### config.mk
export PLATFORM = sky130hd
export DESIGN_NAME = parametric_stream_mux
export DESIGN_NICKNAME = d
export VERILOG_FILES = /design/src/rtl/parametric_stream_mux.sv
export SDC_FILE = /design/constraint.sdc
export NUM_CORES = 1
export LEC_CHECK = 0
export CAP_MARGIN = 30
export CELL_PAD_IN_SITES_DETAIL_PLACEMENT = 0
export CELL_PAD_IN_SITES_GLOBAL_PLACEMENT = 1
export CORE_ASPECT_RATIO = 1.5
export CORE_MARGIN = 2
export CORE_UTILIZATION = 29
export CTS_CLUSTER_SIZE = 40
export DETAILED_ROUTE_END_ITERATION = 7
export PLACE_DENSITY = 0.8
export SKIP_LAST_GASP = 1
export SYNTH_ARGS = -nofsm -noshare
export SYNTH_HDL_FRONTEND = slang
export SYNTH_SLANG_ARGS = --single-unit
### constraint.sdc
create_clock -name CLK -period 2.7 [get_ports CLK]
set_input_delay 0.54 -clock CLK [delete_from_list [all_inputs] [get_ports CLK]]
set_output_delay 0.54 -clock CLK [all_outputs]
set_load 0.05 [all_outputs]
### src/rtl/parametric_stream_mux.sv
// Registered N:1 stream multiplexer with valid/ready handshakes, fixed-select or
// round-robin channel choice, and per-packet channel locking.
module parametric_stream_mux #(
    parameter int DATA_WIDTH = 8,
    parameter int NUM_INPUTS = 4,
    parameter int SEL_WIDTH  = $clog2(NUM_INPUTS)
) (
    input  logic                  CLK,
    input  logic                  RST,
    input  logic                  MODE_IN,
    input  logic [SEL_WIDTH-1:0]  SEL_IN,
    input  logic [DATA_WIDTH-1:0] IN_DATA [NUM_INPUTS],
    input  logic [NUM_INPUTS-1:0] IN_LAST,
    input  logic [NUM_INPUTS-1:0] IN_VALID,
    output logic [NUM_INPUTS-1:0] IN_READY,
    output logic [DATA_WIDTH-1:0] OUT_DATA,
    output logic                  OUT_LAST,
    output logic [SEL_WIDTH-1:0]  OUT_SRC,
    output logic                  OUT_VALID,
    input  logic                  OUT_READY
);

    typedef enum logic [0:0] {
        ST_UNLOCKED = 1'b0,
        ST_LOCKED   = 1'b1
    } lock_state_t;

    localparam logic [SEL_WIDTH-1:0] RR_RESET  = SEL_WIDTH'(NUM_INPUTS - 1);
    localparam logic [SEL_WIDTH:0]   NUM_WIDE  = (SEL_WIDTH + 1)'(NUM_INPUTS);

    lock_state_t             state_r;
    lock_state_t             state_nxt_s;
    logic [SEL_WIDTH-1:0]    lock_ch_r;
    logic [SEL_WIDTH-1:0]    lock_ch_nxt_s;
    logic [SEL_WIDTH-1:0]    rr_ptr_r;
    logic [SEL_WIDTH-1:0]    rr_ptr_nxt_s;

    logic                    load_en_s;
    logic                    rr_found_s;
    logic [SEL_WIDTH-1:0]    rr_idx_s;
    logic [SEL_WIDTH:0]      rr_cand_s;
    logic                    grant_vld_s;
    logic [SEL_WIDTH-1:0]    grant_idx_s;
    logic                    accept_s;
    logic                    acc_last_s;
    logic [DATA_WIDTH-1:0]   acc_data_s;

    // The output register can take a new beat when empty or being drained this cycle.
    assign load_en_s = !OUT_VALID || OUT_READY;

    // Round-robin search: first valid channel after the pointer, wrapping around.
    always_comb begin
        rr_found_s = 1'b0;
        rr_idx_s   = '0;
        rr_cand_s  = '0;
        for (int k = 1; k <= NUM_INPUTS; k++) begin
            rr_cand_s = {1'b0, rr_ptr_r} + (SEL_WIDTH + 1)'(k);
            if (rr_cand_s >= NUM_WIDE) begin
                rr_cand_s = rr_cand_s - NUM_WIDE;
            end else begin
                rr_cand_s = rr_cand_s;
            end
            if (!rr_found_s && IN_VALID[rr_cand_s[SEL_WIDTH-1:0]]) begin
                rr_found_s = 1'b1;
                rr_idx_s   = rr_cand_s[SEL_WIDTH-1:0];
            end else begin
                rr_found_s = rr_found_s;
            end
        end
    end

    // Grant selection: a held lock beats both selection modes.
    always_comb begin
        grant_vld_s = 1'b0;
        grant_idx_s = '0;
        if (state_r == ST_LOCKED) begin
            grant_vld_s = 1'b1;
            grant_idx_s = lock_ch_r;
        end else if (!MODE_IN) begin
            if ({1'b0, SEL_IN} < NUM_WIDE) begin
                grant_vld_s = 1'b1;
                grant_idx_s = SEL_IN;
            end else begin
                grant_vld_s = 1'b0;
                grant_idx_s = '0;
            end
        end else begin
            grant_vld_s = rr_found_s;
            grant_idx_s = rr_idx_s;
        end
    end

    // Ready fan-out and capture of the granted channel's beat.
    always_comb begin
        IN_READY   = '0;
        accept_s   = 1'b0;
        acc_last_s = 1'b0;
        acc_data_s = '0;
        for (int i = 0; i < NUM_INPUTS; i++) begin
            if (load_en_s && grant_vld_s && (grant_idx_s == SEL_WIDTH'(i))) begin
                IN_READY[i] = 1'b1;
                accept_s    = IN_VALID[i];
                acc_last_s  = IN_LAST[i];
                acc_data_s  = IN_DATA[i];
            end else begin
                IN_READY[i] = 1'b0;
            end
        end
    end

    // Lock FSM next state; the RR pointer only advances when a packet completes.
    always_comb begin
        state_nxt_s   = state_r;
        lock_ch_nxt_s = lock_ch_r;
        rr_ptr_nxt_s  = rr_ptr_r;
        case (state_r)
            ST_UNLOCKED: begin
                if (accept_s && !acc_last_s) begin
                    state_nxt_s   = ST_LOCKED;
                    lock_ch_nxt_s = grant_idx_s;
                end else if (accept_s) begin
                    rr_ptr_nxt_s  = grant_idx_s;
                end else begin
                    state_nxt_s   = ST_UNLOCKED;
                end
            end
            ST_LOCKED: begin
                if (accept_s && acc_last_s) begin
                    state_nxt_s   = ST_UNLOCKED;
                    rr_ptr_nxt_s  = grant_idx_s;
                end else begin
                    state_nxt_s   = ST_LOCKED;
                end
            end
            default: begin
                state_nxt_s = ST_UNLOCKED;
            end
        endcase
    end

    // Lock and arbitration state registers.
    always_ff @(posedge CLK) begin
        if (RST) begin
            state_r   <= ST_UNLOCKED;
            lock_ch_r <= '0;
            rr_ptr_r  <= RR_RESET;
        end else begin
            state_r   <= state_nxt_s;
            lock_ch_r <= lock_ch_nxt_s;
            rr_ptr_r  <= rr_ptr_nxt_s;
        end
    end

    // Output stage: payload holds when nothing new is loaded.
    always_ff @(posedge CLK) begin
        if (RST) begin
            OUT_VALID <= 1'b0;
            OUT_DATA  <= '0;
            OUT_LAST  <= 1'b0;
            OUT_SRC   <= '0;
        end else if (accept_s) begin
            OUT_VALID <= 1'b1;
            OUT_DATA  <= acc_data_s;
            OUT_LAST  <= acc_last_s;
            OUT_SRC   <= grant_idx_s;
        end else if (load_en_s) begin
            OUT_VALID <= 1'b0;
        end else begin
            OUT_VALID <= OUT_VALID;
        end
    end

endmodule

==> results.toml <==
[timing]
maxSlewHeadroom_pct = 65.25
setup_ws_ps = 84.76
timing_hold_violations_final = 0
finalSetupViolations = 0
max_slew.worst_pin.slew_ps = 519.6
setup_tns_ps = 0
timing.clock.skew_ps = 1.346
grt_setup_unrepaired = "false"
worst_hold_slack_after_final_layout_ps = 463.9
finalWorstPathRequiredPeriod_ps = 2615
post-route-period-util_pct = 96.86
final-max-slew-violation-count = 0
achievable-frequency_ghz = 0.3824

[logic_synthesis]
ys.warnings.count = 0
asyncSetResetFlopFracSynth_pct = 0
synthesis.area_per_instance_um2 = 7.910
synth_cell_type_count = 46
synth_top_flop_cell = "sky130_fd_sc_hd__dfxtp_1"
synth-seq-area-share_pct = 24.73
ffs_latches_synth = 17
number_of_enable_flip_flop_cells_after_synthesis = 0
synthCells = 174
syn_area_um2 = 1376
syn-num-nets = 220

[setup_path]
cp_data_required_time_ps = 2160
critPathCaptureType = "output port"
worst_path_cell_chain = "dlygate4sd2_1 > buf_6 > mux4_2 > o21ai_2 > o31ai_4 > nand2_4 > nor2_4 > buf_12"
critical_path_fanouts_max = 10
critical_path_arrival_ps = 2080
slowest_delay_ps = 480
critPathKind = "in2out"
cp_max_stage_cell = "sky130_fd_sc_hd__mux4_2"
critical-path-top-delay-family = "buffers and inverters"
timing.critical_path.buf_inv = 3
start_kind = "input pin"

[route]
first_pass_iters = 4
vias_per_cell = 4.796
drc_errors = 0
drt-wirelength-per-cell_um = 13.01
drt_iter0_drc = 55
dr_total_vias = 1602
wl_um = 4347
remaining_number_of_nets_flagged_by_the_antenna_check_after_routing = 0

[grt]
antenna_violations_before_repair = 0
maximum_number_of_pins_on_one_net_before_global_route_repair = 15
grt_first_pass_wirelength_um = 7362
grt_overflow = 0
via_count_of_the_first_global_routing_pass = 1638
global_route.usage.total_pct = 17.72

[clock_network]
cts_max_level = 1
cts_sinks = 17
clk_pin_slew_worst_paths_ps = 70
tritoncts.num_buffers = 3
tritoncts = "built"
cts_max_path_buffers = 2
cts_hold_buf = 0
root_buffer = "sky130_fd_sc_hd__clkbuf_8"
worstSkewPairLatency_ps = 250

[die]
placement_rows = 30
initial_core_util_pct = 30.30
core-area_um2 = 4542
design.portCount = 62
die_area_um2 = 5325
width_of_the_chip_um = 60.25
chipHeight_um = 88.38

[placement]
routabilityCongestion = 0.8554
dp_cells = 323
hpwl_um = 3459
placement.cell_area_um2 = 2317
numPortBuffers = 61
setup_ws_pre_cts_ps = -331.7

[finish]
area.growth.synth_to_final_pct = 83.36
antenna-diode-count = 0
stdcell_count = 334
design.final.nets = 317
cell_area_after_layout_um2 = 2524
drive_gt1_share_pct = 30.74
finalCoreUtilization_pct = 55.56

[job]
maxCapViolations = 0

[power]
power.density_cell_area_nw_per_um2 = 1112
total_power_mw = 2.805
total_leakage_power_nw = 1.037
ir_drop_mv = 0.5250

[run_status]
outcome = "completed"

[min_path]
hold_class = "reg2reg"
-- synthesized netlist by cell type, types with 2 or more instances --
cell / number / area [um^2]
sky130_fd_sc_hd__nor2_1: 25 / 93.84
sky130_fd_sc_hd__dfxtp_1: 17 / 340.3
sky130_fd_sc_hd__mux2i_1: 17 / 170.2
sky130_fd_sc_hd__nand2_1: 16 / 60.06
sky130_fd_sc_hd__nor3_1: 11 / 55.05
sky130_fd_sc_hd__a21oi_1: 8 / 40.04
sky130_fd_sc_hd__buf_2: 7 / 35.03
sky130_fd_sc_hd__o22ai_1: 7 / 43.79
sky130_fd_sc_hd__nand2b_1: 6 / 37.54
sky130_fd_sc_hd__mux2_2: 5 / 56.30
sky130_fd_sc_hd__inv_1: 4 / 15.01
sky130_fd_sc_hd__clkbuf_1: 3 / 11.26
sky130_fd_sc_hd__o211ai_1: 3 / 22.52
sky130_fd_sc_hd__o21ai_0: 3 / 15.01
sky130_fd_sc_hd__a211oi_1: 2 / 15.01
sky130_fd_sc_hd__a221oi_1: 2 / 17.52
sky130_fd_sc_hd__a32oi_1: 2 / 17.52
sky130_fd_sc_hd__buf_4: 2 / 15.01
sky130_fd_sc_hd__mux2_1: 2 / 22.52
sky130_fd_sc_hd__nand3b_1: 2 / 15.01
sky130_fd_sc_hd__nor2b_1: 2 / 12.51
sky130_fd_sc_hd__o31ai_1: 2 / 15.01
sky130_fd_sc_hd__or3b_1: 2 / 17.52
sky130_fd_sc_hd__or4_1: 2 / 15.01
-- placed cells by master (no fill, tap or decap), drive strengths merged, types with 4 or more instances in the layout --
master,n
nand2,16
dfxtp,17
mux2,7
o211ai,4
inv,5
o21ai,5
nor2,26
o22ai,7
clkdlybuf4s50,52
buf,48
a21oi,8
nor3,11
nand2b,6
dlygate4sd2,4
mux2i,17
-- worst min-delay path, delay by kind of cell, from the launching register on --
family | cells | cell delay (ps)
AOI/OAI and AO/OA | 1 | 50
DFF | 1 | 310
and+or+nand+nor | 1 | 50
-- cell type report --
type                       count  area, um^2
multi-input combinational    139        1062
inverter                       5       18.77
clock buffer                   3       41.29
clock inverter                 1       5.005
fill                         442        2018
timing repair buffer         105       974.7
sequential                    17       341.6
tap                           64       80.08
-- report_power, final --
group	total, mW	internal [mW]	switching (mW)
Sequential	0.445	0.360	0.0847
Combinational	2.17	1.00	1.17
Clock	0.187	0.102	0.0846
Total	2.81	1.46	1.34
-- final timing paths --
kind	from	end	slack, ps	depth (start not counted)
worst min-delay path	OUT_LAST	OUT_LAST	460	2
worst min register to register	OUT_LAST	OUT_LAST	460	2
worst max-delay path	IN_VALID[3]	IN_READY[2]	80	8
worst max register to register	rr_ptr_r[1]	lock_ch_r[0]	240	9
-- cell families (layout without fill, tap and decap cells) --
logic type             Yosys count  count (layout)  synth area share [%]
AOI/OAI and AO/OA               43              43                 24.64
and+or+nand+nor                 71              71                 24.82
muxes                           25              25                 19.73
DFF                             17              17                 24.73
buffers and inverters           18             114                 6.089
-- registers in the layout, summed over array words and instances (netlist names) --
name,cells
OUT_DATA,8
OUT_LAST,1
OUT_SRC,2
OUT_VALID,1
lock_ch_r,2
rr_ptr_r,2
state_r,1
-- metal layers --
metal	routed length (um)	global-route usage, %
met5	0	0
met4	70	5.657
met2	2360	32.02
met3	274	4.678
met1	1642	19.63
-- what timing repair did --
action                                  in CTS  in global routing
setup buffers                                8                  0
endpoints found under the setup margin      13                 18
resized for setup                           26                  3
pin swaps                                    5                  3
Power figures use the tool's default switching activity.
